**src/rtl/mux_arb_pkg.sv**
```systemverilog
// mux_arb_pkg
// Shared definitions for the two-source round-robin mux arbiter.
//   state_e       : arbiter FSM states (IDLE, GX, GY)
//   src_e         : identity of the most recently served source
//   DEFAULT_WIDTH : default data width of the shared mux path
package mux_arb_pkg;

  localparam int DEFAULT_WIDTH = 4;

  typedef enum logic [1:0] {
    IDLE = 2'd0,
    GX   = 2'd1,
    GY   = 2'd2
  } state_e;

  typedef enum logic {
    SRC_X = 1'b0,
    SRC_Y = 1'b1
  } src_e;

endpackage

```
**src/rtl/mux_arbiter_mux2_reg.sv**
```systemverilog
// mux2_reg
// WIDTH-bit 2-to-1 multiplexer followed by an output register and a valid flag.
// Ports:
//   clk, rst_n : clock and asynchronous active-low reset
//   en         : capture enable; q_valid follows it one cycle later
//   sel        : 1 selects a, 0 selects b
//   a, b       : data inputs
//   q          : registered selected data, holds its value while en is low
//   q_valid    : high when q was captured on the previous edge
module mux2_reg #(
  parameter int WIDTH = 4
) (
  input  logic             clk,
  input  logic             rst_n,
  input  logic             en,
  input  logic             sel,
  input  logic [WIDTH-1:0] a,
  input  logic [WIDTH-1:0] b,
  output logic [WIDTH-1:0] q,
  output logic             q_valid
);

  always_ff @(posedge clk or negedge rst_n) begin
    if (!rst_n) begin
      q       <= '0;
      q_valid <= 1'b0;
    end else begin
      q_valid <= en;
      if (en) begin
        q <= sel ? a : b;
      end
    end
  end

endmodule

```
**src/rtl/mux_arbiter.sv**
```systemverilog
// mux_arbiter
// Round-robin arbiter sharing a WIDTH-bit 2-to-1 mux between sources X and Y.
// Grants, select and data are all registered; data lags the grant by one cycle.
// Ports:
//   clk, rst_n     : clock and asynchronous active-low reset
//   req_x, req_y   : source requests
//   x, y           : source data
//   gnt_x, gnt_y   : registered grants (never both high)
//   s              : mux select, 1 = x, 0 = y; holds while idle
//   m, m_valid     : registered selected data and its valid flag
//   LED            : combinational mirror of m
// Optional feature: define MUXARB_MAXHOLD_EN to bound a grant to MAX_HOLD
// cycles whenever the other source is waiting.
module mux_arbiter
  import mux_arb_pkg::*;
#(
  parameter int WIDTH    = DEFAULT_WIDTH,
  parameter int MAX_HOLD = 8
) (
  input  logic             clk,
  input  logic             rst_n,
  input  logic             req_x,
  input  logic             req_y,
  input  logic [WIDTH-1:0] x,
  input  logic [WIDTH-1:0] y,
  output logic             gnt_x,
  output logic             gnt_y,
  output logic             s,
  output logic [WIDTH-1:0] m,
  output logic             m_valid,
  output logic [WIDTH-1:0] LED
);

  localparam logic [1:0] ST_IDLE = IDLE;
  localparam logic [1:0] ST_GX   = GX;
  localparam logic [1:0] ST_GY   = GY;

  // Counter value at which the owner has held the grant for MAX_HOLD cycles.
  localparam logic [7:0] HOLD_LIMIT = 8'(MAX_HOLD - 1);

  logic [1:0] state_reg;
  logic [1:0] state_next;
  src_e       last_reg;
  logic       hold_expired;

  always_comb begin
    state_next = state_reg;
    case (state_reg)
      ST_IDLE: begin
        if (req_x && req_y) begin
          // Tie: serve whoever was not served last.
          state_next = (last_reg == SRC_Y) ? ST_GX : ST_GY;
        end else if (req_x) begin
          state_next = ST_GX;
        end else if (req_y) begin
          state_next = ST_GY;
        end
      end
      ST_GX: begin
        // Hand over directly to a waiting Y so there is no idle bubble.
        if (!req_x) begin
          state_next = req_y ? ST_GY : ST_IDLE;
        end else if (req_y && hold_expired) begin
          state_next = ST_GY;
        end
      end
      ST_GY: begin
        if (!req_y) begin
          state_next = req_x ? ST_GX : ST_IDLE;
        end else if (req_x && hold_expired) begin
          state_next = ST_GX;
        end
      end
      default: state_next = ST_IDLE;
    endcase
  end

  always_ff @(posedge clk or negedge rst_n) begin
    if (!rst_n) begin
      state_reg <= ST_IDLE;
      last_reg  <= SRC_Y;
      gnt_x     <= 1'b0;
      gnt_y     <= 1'b0;
      s         <= 1'b0;
    end else begin
      state_reg <= state_next;
      gnt_x     <= (state_next == ST_GX);
      gnt_y     <= (state_next == ST_GY);
      // Grant states are only reachable through a transition or a hold, so
      // writing last on every grant cycle is the same as writing it on entry.
      if (state_next == ST_GX) begin
        last_reg <= SRC_X;
        s        <= 1'b1;
      end else if (state_next == ST_GY) begin
        last_reg <= SRC_Y;
        s        <= 1'b0;
      end
    end
  end

`ifdef MUXARB_MAXHOLD_EN
  logic [7:0] hold_reg;

  // Cleared on every state change (covers each grant entry); counts granted
  // cycles and parks at HOLD_LIMIT until the other side asks for the mux.
  always_ff @(posedge clk or negedge rst_n) begin
    if (!rst_n) begin
      hold_reg <= '0;
    end else if (state_next != state_reg) begin
      hold_reg <= '0;
    end else if ((state_reg != ST_IDLE) && (hold_reg != HOLD_LIMIT)) begin
      hold_reg <= hold_reg + 8'd1;
    end
  end

  assign hold_expired = (hold_reg == HOLD_LIMIT);
`else
  // No hold counter: the owner keeps the mux until it drops its request.
  // HOLD_LIMIT is folded into a sink so the parameter is still referenced.
  logic unused_hold_limit;
  assign unused_hold_limit = ^HOLD_LIMIT;
  assign hold_expired      = 1'b0;
`endif

  // Data is captured in every granted cycle using the already-registered select.
  mux2_reg #(
    .WIDTH (WIDTH)
  ) u_mux2_reg (
    .clk     (clk),
    .rst_n   (rst_n),
    .en      (gnt_x | gnt_y),
    .sel     (s),
    .a       (x),
    .b       (y),
    .q       (m),
    .q_valid (m_valid)
  );

  assign LED = m;

endmodule

```
**config.mk**
```make
export PLATFORM = sky130hd
export DESIGN_NAME = mux_arbiter
export DESIGN_NICKNAME = d
export VERILOG_FILES = /design/src/rtl/mux_arb_pkg.sv /design/src/rtl/mux_arbiter_mux2_reg.sv /design/src/rtl/mux_arbiter.sv
export SDC_FILE = /design/constraint.sdc
export NUM_CORES = 1
export LEC_CHECK = 0
export ABC_AREA = 1
export CAP_MARGIN = 40
export CORE_AREA = 3 3 43 45
export CTS_CLUSTER_SIZE = 12
export DETAILED_ROUTE_END_ITERATION = 16
export DIE_AREA = 0 0 46 48
export PLACE_DENSITY = 0.7
export SLEW_MARGIN = 5
export SYNTH_ARGS = -nofsm -noshare
export SYNTH_HDL_FRONTEND = slang
export SYNTH_SLANG_ARGS = --single-unit
```
**constraint.sdc**
```tcl
create_clock -name clk -period 2.2 [get_ports clk]
set_clock_uncertainty 0.2 [all_clocks]
set_input_delay 0.22 -clock clk [delete_from_list [all_inputs] [get_ports clk]]
set_output_delay 0.22 -clock clk [all_outputs]
set_load 0.1 [all_outputs]
```
==> impl_metrics.tcl <==
set metrics [dict create \
    grt_pass1_vias 464 \
    gp_congestion 0.680 \
    criticalPathCategory "flip-flop to flip-flop" \
    relSlewSlack 0.663 \
    io_pins 24 \
    h-tree-depth 1 \
    largest_register_ffs 4 \
    hold_path_class "input port to asynchronous set/reset pin" \
    core_area_um2 1510 \
    seq_area_frac_synth 0.450 \
    ant_nets 0 \
    cp-end-kind "flip-flop" \
    clk_path_buf_depth 2 \
    start_util 0.408 \
    vias 489 \
    cpMaxStageDelayCell "dfrtp_1" \
    finalHoldViolCount 0 \
    avgViaCountPerCell 4.45 \
    startpoint_type "flip-flop" \
    root_buffer "clkbuf_4" \
    reg2reg_depth 8 \
    fin_nets 110 \
    setup_tns_ns 0 \
    arrival_ns 1.75 \
    reg2reg_to "s" \
    area_growth_pct 32.6 \
    synth_edf_count 0 \
    drcViolationCount 0 \
    wl_per_cell_um 11.0 \
    ys_top_cells_by_count "nand2_1, inv_1, dfrtp_1" \
    antenna_found_initial 0 \
    slew_violations 0 \
    maxCapViolations 0 \
    ys_seq_elements 11 \
    insertion_delay_ns 0.26 \
    cts_resized 0 \
    grt_overflow_total 0 \
    critPathMaxFanout 3 \
    synth_nets 88 \
    yosys.area.top_type_share 0.407 \
    worstMarginPinSlew_ns 0.504 \
    setup_viol 0 \
    grt_usage 0.129 \
    synth-main-ff-cell "dfrtp_1" \
    fin_crit_sh 0.818 \
    dp_hpwl_um 983 \
    ys_warn_count 0 \
    die_w_um 46 \
    die_h_um 48 \
    avgSynthCellArea_um2 8.42 \
    path_clk_slew_ns 0.06 \
    rows 14 \
    r2r_slack_ns 0.40 \
    cts_made_buffers 3 \
    initialDrtViolationCount 2 \
    synth_top_cells_by_area "dfrtp_1, nand2_1, inv_1, ha_1, o21ai_0" \
    post_cts_buffers 0 \
    diodes 0 \
    synth.largest_area_cell "dfrtp_1" \
    fillers 149 \
    cts.hold.buffers_added 0 \
    r2r-start "state_reg[1]" \
    async_flop_share 1.00 \
    syn-cell-area_um2 614 \
    cpPeakStageDelay_ns 0.40 \
    wl_um 1210 \
    clkSinkCount 11 \
    max_freq_mhz 555 \
    netlist_instances 73 \
    rsz0062_at_grt "false" \
    worstPathRequired_ns 2.15 \
    crit_top_cell "nand2_1" \
    grt_pass1_wl_um 1940 \
    status "finished clean" \
    min_period_ns 1.80 \
    grt_max_degree 12 \
    drt_first_pass_iters 3 \
    crit_chain "inv_1, nand2_1, nand2_1, inv_1, nand2_1, o21ai_0, ha_1, mux2_2" \
    cts_tree "built" \
    io_buffers 23 \
    synthMostInstantiatedCell "nand2_1" \
    synthDistinctLibCells 17 \
    drive_gt1_frac 0.277 \
    die_area_um2 2210 \
]
layout make-up:
| cell class | instances | area [um^2] | share of cell area |
|---|---|---|---|
| flip-flops and latches | 11 | 277 | 0.339 |
| multi-input cells | 42 | 239 | 0.293 |
| repair buffers | 23 | 200 | 0.246 |
| inverters | 14 | 52.6 | 0.0645 |
| clock buffers | 4 | 26.3 | 0.0323 |
| well taps | 16 | 20.0 | 0.0246 |
through the flow:
step | util | setup WS, ns | cells | hold slack (ns) | area, um^2
3_5_place_dp | 0.523 | 0.127 | 106 | 0.287 | 788
5_1_grt | 0.541 | 0.279 | 110 | 0.122 | 815
6_report | 0.541 | 0.399 | 110 | 0.0922 | 815
2_1_floorplan | - | 0.440 | 73 | -0.276 | 614
4_1_cts | 0.541 | 0.384 | 110 | 0.101 | 815
3_3_place_gp | 0.523 | 0.203 | 106 | 0.292 | 788
cells by family after synthesis:
group,synth area share
multiplexers,0.0183
AO/OA/AOI/OAI,0.138
flip-flops,0.450
buffers and inverters,0.161
adder cells (fa/ha/maj),0.0611
AND/OR/NAND/NOR,0.171
worst max-delay path, delay by kind of cell (launching register included):
kind	cells	cell delay, ns
DFF	1	0.40
adders and majority gates	1	0.33
muxes	1	0.33
and+or+nand+nor	3	0.17
buffers and inverters	2	0.16
AOI/OAI and AO/OA	1	0.11
worst max-delay path by stage:
stage,from,endpoint,cells past startpoint
floorplan,u_mux2_reg.q[0],m[0],1
global placement,req_x,s,6
detailed placement,req_y,s,7
CTS,state_reg[1],s,8
global route,state_reg[1],s,8
finish,state_reg[1],s,8
cells in the final DEF, fill, tap and decap left out:
| master | n |
|---|---|
| a21oi_1 | 3 |
| buf_4 | 12 |
| clkbuf_1 | 1 |
| clkbuf_4 | 3 |
| clkdlybuf4s50_1 | 11 |
| dfrtp_1 | 10 |
| dfstp_2 | 1 |
| ha_1 | 3 |
| inv_1 | 13 |
| inv_2 | 1 |
| mux2_2 | 1 |
| nand2_1 | 14 |
| nand2_2 | 4 |
| nand3_1 | 2 |
| nor2_1 | 3 |
| o21ai_0 | 7 |
| o21ai_2 | 4 |
| or2_1 | 1 |
layer usage:
metal	wire (um)	track usage
met2	616	0.225
met4	10	0.0511
met1	507	0.137
met3	76	0.0564
met5	0	0
Power is not shown: default switching activity piles up to over one toggle a cycle in this logic, so the estimate is an artifact.
